===== src/rtl/fetch_unit.sv =====
// Instruction fetch front end: credit-limited sequential fetch from a 2-cycle BRAM
// into a small FIFO, with redirect flush and a valid/ready handshake toward decode.
module fetch_unit #(
    parameter logic [31:0] RESET_PC    = 32'h0000_0000,
    parameter int          FIFO_DEPTH  = 4,
    parameter int          MEM_LATENCY = 2
) (
    input  logic        clk_in,
    input  logic        rst_in,
    output logic [11:0] imem_addr_out,
    input  logic [31:0] imem_data_in,
    input  logic        redirect_in,
    input  logic [31:0] redirect_pc_in,
    input  logic        ready_in,
    output logic        valid_out,
    output logic [31:0] inst_out,
    output logic [31:0] pc_out
);

    localparam int PTR_W = $clog2(FIFO_DEPTH);
    localparam int CNT_W = PTR_W + 1;
    localparam logic [CNT_W:0] DEPTH_L = (CNT_W + 1)'(FIFO_DEPTH);

    typedef struct packed {
        logic        valid;
        logic [31:0] pc;
    } tag_t;

    logic [31:0] fpc_q, fpc_d;
    tag_t        tag_q [MEM_LATENCY];
    tag_t        tag_d [MEM_LATENCY];
    logic [PTR_W-1:0] wr_ptr_q, wr_ptr_d;
    logic [PTR_W-1:0] rd_ptr_q, rd_ptr_d;
    logic [CNT_W-1:0] count_q, count_d;
    logic [31:0] fifo_inst_q [FIFO_DEPTH];
    logic [31:0] fifo_pc_q   [FIFO_DEPTH];

    logic [CNT_W:0] level;
    logic           issue;
    logic           push;
    logic           pop;

    // Branch targets are word aligned; the byte-offset bits are deliberately dropped.
    logic unused_redirect_bits;
    assign unused_redirect_bits = ^redirect_pc_in[1:0];

    assign imem_addr_out = fpc_q[13:2];
    assign valid_out     = (count_q != '0);
    assign inst_out      = valid_out ? fifo_inst_q[rd_ptr_q] : '0;
    assign pc_out        = valid_out ? fifo_pc_q[rd_ptr_q]   : '0;

    always_comb begin
        // NOTE: blocking '=' is correct inside always_comb; the running sum below relies on it.
        level = {1'b0, count_q};
        for (int i = 0; i < MEM_LATENCY; i++) begin
            level = level + {{CNT_W{1'b0}}, tag_q[i].valid};
        end
        issue = (level < DEPTH_L);
        push  = tag_q[MEM_LATENCY-1].valid && !redirect_in;
        pop   = valid_out && ready_in;

        fpc_d    = fpc_q;
        tag_d    = tag_q;
        wr_ptr_d = wr_ptr_q;
        rd_ptr_d = rd_ptr_q;
        count_d  = count_q;

        if (issue) begin
            fpc_d = fpc_q + 32'd4;
        end
        tag_d[0] = '{valid: issue, pc: fpc_q};
        for (int i = 1; i < MEM_LATENCY; i++) begin
            tag_d[i] = tag_q[i-1];
        end

        if (push) begin
            wr_ptr_d = wr_ptr_q + PTR_W'(1);
        end
        if (pop) begin
            rd_ptr_d = rd_ptr_q + PTR_W'(1);
        end
        unique case ({push, pop})
            2'b10:   count_d = count_q + CNT_W'(1);
            2'b01:   count_d = count_q - CNT_W'(1);
            default: count_d = count_q;
        endcase

        // A redirect overrides everything: drop buffered and in-flight work, restart at target.
        if (redirect_in) begin
            fpc_d    = {redirect_pc_in[31:2], 2'b00};
            wr_ptr_d = '0;
            rd_ptr_d = '0;
            count_d  = '0;
            for (int i = 0; i < MEM_LATENCY; i++) begin
                tag_d[i].valid = 1'b0;
            end
        end
    end

    // NOTE: state flops use non-blocking '<=' so every flop samples pre-edge values.
    always_ff @(posedge clk_in or negedge rst_in) begin
        if (!rst_in) begin
            fpc_q    <= RESET_PC;
            wr_ptr_q <= '0;
            rd_ptr_q <= '0;
            count_q  <= '0;
            for (int i = 0; i < MEM_LATENCY; i++) begin
                tag_q[i] <= '0;
            end
        end else begin
            fpc_q    <= fpc_d;
            wr_ptr_q <= wr_ptr_d;
            rd_ptr_q <= rd_ptr_d;
            count_q  <= count_d;
            tag_q    <= tag_d;
        end
    end

    // NOTE: the FIFO storage is not reset; the outputs are masked while the FIFO is empty,
    // so stale entries are never visible and the array can map to plain registers or LUTRAM.
    always_ff @(posedge clk_in) begin
        if (push) begin
            fifo_inst_q[wr_ptr_q] <= imem_data_in;
            fifo_pc_q[wr_ptr_q]   <= tag_q[MEM_LATENCY-1].pc;
        end
    end

endmodule


===== config.mk =====
export PLATFORM = sky130hd
export DESIGN_NAME = fetch_unit
export DESIGN_NICKNAME = d
export VERILOG_FILES = /design/src/rtl/fetch_unit.sv
export SDC_FILE = /design/constraint.sdc
export NUM_CORES = 1
export LEC_CHECK = 0
export ABC_AREA = 1
export ABC_CLOCK_PERIOD_IN_PS = 12710
export CAP_MARGIN = 0
export CORE_ASPECT_RATIO = 0.8
export CORE_MARGIN = 3
export CORE_UTILIZATION = 63
export CTS_BUF_LIST = sky130_fd_sc_hd__clkbuf_2
export DETAILED_ROUTE_END_ITERATION = 8
export GPL_TIMING_DRIVEN = 0
export PLACE_DENSITY = 0.91
export SYNTH_ARGS = -nofsm -noshare
export SYNTH_HDL_FRONTEND = slang
export SYNTH_SLANG_ARGS = --single-unit

===== constraint.sdc =====
create_clock -name clk_in -period 12.71 [get_ports clk_in]
set_clock_uncertainty 0.2 [all_clocks]
set_input_delay 2.542 -clock clk_in [delete_from_list [all_inputs] [get_ports clk_in]]
set_output_delay 2.542 -clock clk_in [all_outputs]
set_load 0.01 [all_outputs]

==> metrics.cfg <==
[routing]
dr.first_iter.drc_count=1226
num_vias=10024
drc=0
wl_um=33100
ant_nets=0
route.detailed.wl_per_inst_um=18.8
dr.pass1.iters=5
via_per_inst=5.71

[layout]
layout-drive-gt1-share_pct=13.9
fin_area_sq_um=16500
final_nets=1509
nFillCells=1257
antenna_cells=0
multiInputGateArea_sq_um=3430
syn_to_final_growth_pct=19.1
regArea_sq_um=9920

[global_route]
antenna_found_initial=1
overflow=0
grt_max_degree=57
grt_pass1_wl_um=51700
grt_pass1_vias=10175
track_usage_pct=27.9

[run]
maxCapViolations=0

[logic_synthesis]
yosys_register_bits=347
async_flop_share_pct=28.5
synth_common_cells=nor2_1 (291), edfxtp_1 (248), nand2_1 (138)
ys_seq_area_share_pct=71.6
synthMostInstantiatedCell=nor2_1
netlist_top_cells_area=edfxtp_1 (54%), dfrtp_1 (18%), nor2_1 (7.9%), o21ai_0 (4.8%), nand2_1 (3.7%)
yosys.area.top_type_share_pct=53.7
ys_types=37
yosysWarnings=0
syn_inst=1203
synth.avg_cell_area_sq_um=11.5
yosys_most_used_dff=edfxtp_1
syn_area_sq_um=13900
synth.largest_area_cell=edfxtp_1
synth_edf_count=248

[worst_setup_path]
crit_path_cell_trace=buf_2 -> clkinv_2 -> buf_4 -> clkbuf_1 -> o21ai_0 -> a21oi_1 -> clkdlybuf4s50_1
critPathCaptureType=primary output
cp_max_fo=10
worstSetupPathType=reg -> out
critPathLaunchType=flip-flop
slowest_stage=clkdlybuf4s50_1
worstRegToRegCells=6
crit_required_ps=9970
crit_arrival_ps=3250
cpPeakStageDelay_ps=600

[pwr]
p_per_area_nw_per_um2=194
p_sw_mw=1.12
seqPwrFrac_pct=45.9
p_comb_share_pct=32.7
switching_share_pct=35.1
p_clk_share_pct=21.5
max-vdd-ir-drop_uv=94.2
leakage_nw=6.32
internal_power_mw=2.08

[floorplan]
start_util_pct=65.5
die_area_sq_um=23800
floorplan.rows=47
die_height_um=139
fp.dieW_um=172
core_area_sq_um=21200
ios=145

[timing]
worst_pin_slew_ps=733
slew_violations=0
rsz0062_at_grt=no
slew-limit-headroom_pct=51.1
setup_tns_ps=0
final-hold-violation-count=0
min_period_over_period_pct=47.2
min_period_ps=6000
fmax_ghz=0.167
setup_viol=0

[placement]
port_buffers=139
place_hpwl_um=21900
gp_congestion=0.901
postPlaceCellArea_sq_um=15800

[min_path]
min_path_cells=0
hold_path_class=reg -> reg

[clock_tree]
cts_tree=built
htreeDepth=3
cts_resized=0
postCtsSetupBuffers=0
clock-sinks=347
insertion_delay_ps=850
clockBufferDepth=3
path_clk_slew_ps=120
clock-root-buffer=clkbuf_2
ctsHoldBuffers=0
cts_buffers=80

[outcome]
run_status=completed

==> metrics by stage <==
step	setup slack [ps]	util [%]	power [mW]	std cells	hold slack, ps
CTS	6680	78.0	3.20	1755	145
finish	6710	78.0	3.20	1755	144
global route	6490	78.0	3.37	1755	138
floorplan	6400	-	1.98	1204	131
detailed placement	7650	74.7	2.52	1621	136
global placement	4640	73.7	2.47	1612	132
==> power groups by stage <==
stage / clock [mW] / combinational (mW) / sequential (mW)
after floorplan: 0 / 0.534 / 1.45
after global placement: 0 / 0.990 / 1.48
after detailed placement: 0 / 1.03 / 1.49
after CTS: 0.698 / 1.04 / 1.46
after global routing: 0.761 / 1.12 / 1.48
final: 0.686 / 1.04 / 1.47
==> worst max-delay path: cells and delay by family, from the launching register on <==
family / cells / cell delay (ps)
flip-flops: 1 / 380
buffers and inverters: 5 / 1530
AO/OA/AOI/OAI: 2 / 500
==> cell type report <==
| type | instances | area share [%] |
|---|---|---|
| buffer | 68 | 2.18 |
| clock buffer | 114 | 3.45 |
| clock inverter | 20 | 0.803 |
| inverter | 48 | 1.11 |
| multi-input combinational | 741 | 20.8 |
| sequential | 347 | 60.1 |
| tap | 269 | 2.04 |
| timing repair buffer | 148 | 9.55 |
==> worst paths after layout <==
kind                             start           endpoint  slack (ps)
setup reg to reg             tag_q[32]  fifo_inst_q[2][9]       10280
max in group asynchronous       rst_in          tag_q[14]       10060
setup / recovery           rd_ptr_q[0]         pc_out[17]        6710
min in group asynchronous       rst_in          tag_q[65]        1540
hold reg to reg              tag_d[23]          tag_q[23]         140
hold / removal               tag_d[23]          tag_q[23]         140
==> layer usage <==
layer | up-vias | share of wire [%] | track usage (%)
li1 | 4579 | - | -
met1 | 4710 | 37 | 36.1
met2 | 638 | 50 | 46.3
met3 | 95 | 11 | 7.01
met4 | 2 | 2.6 | 10.4
met5 | - | 0.039 | 0
==> sequential cells by signal (all words and copies together), names as in the netlist <==
signal / count
count_q: 3
fifo_pc_q: 120
rd_ptr_q: 2
wr_ptr_q: 2
tag_q: 32
fpc_q: 30
tag_d: 30
fifo_inst_q: 128
==> logic make-up (layout without fill, tap and decap cells) <==
kind of cell / Yosys count / after routing / synth area share, %
adder cells (fa/ha/maj): 7 / 7 / 0.686
AND/OR/NAND/NOR: 507 / 507 / 15.0
buffers and inverters: 116 / 398 / 3.93
XOR/XNOR: 13 / 13 / 0.821
flip-flops: 347 / 347 / 71.6
AO/OA/AOI/OAI: 212 / 212 / 7.97
other: 1 / 2 / 0.0270
==> cell usage in the layout (no fill, tap or decap), drive strengths merged, types with 2 or more instances in the layout <==
cell type	Yosys	layout
nand2	146	146
clkinv	1	15
o211ai	6	6
a21oi	69	69
xor2	8	8
nand3	51	51
conb	1	2
dfrtp	99	99
o21ai	132	132
clkdlybuf4s50	0	138
bufinv	0	2
nor2	306	306
inv	47	50
buf	41	51
clkbuf	27	141
ha	6	6
edfxtp	248	248
o21bai	2	2
xnor2	5	5
Power figures use the tool's default switching activity.
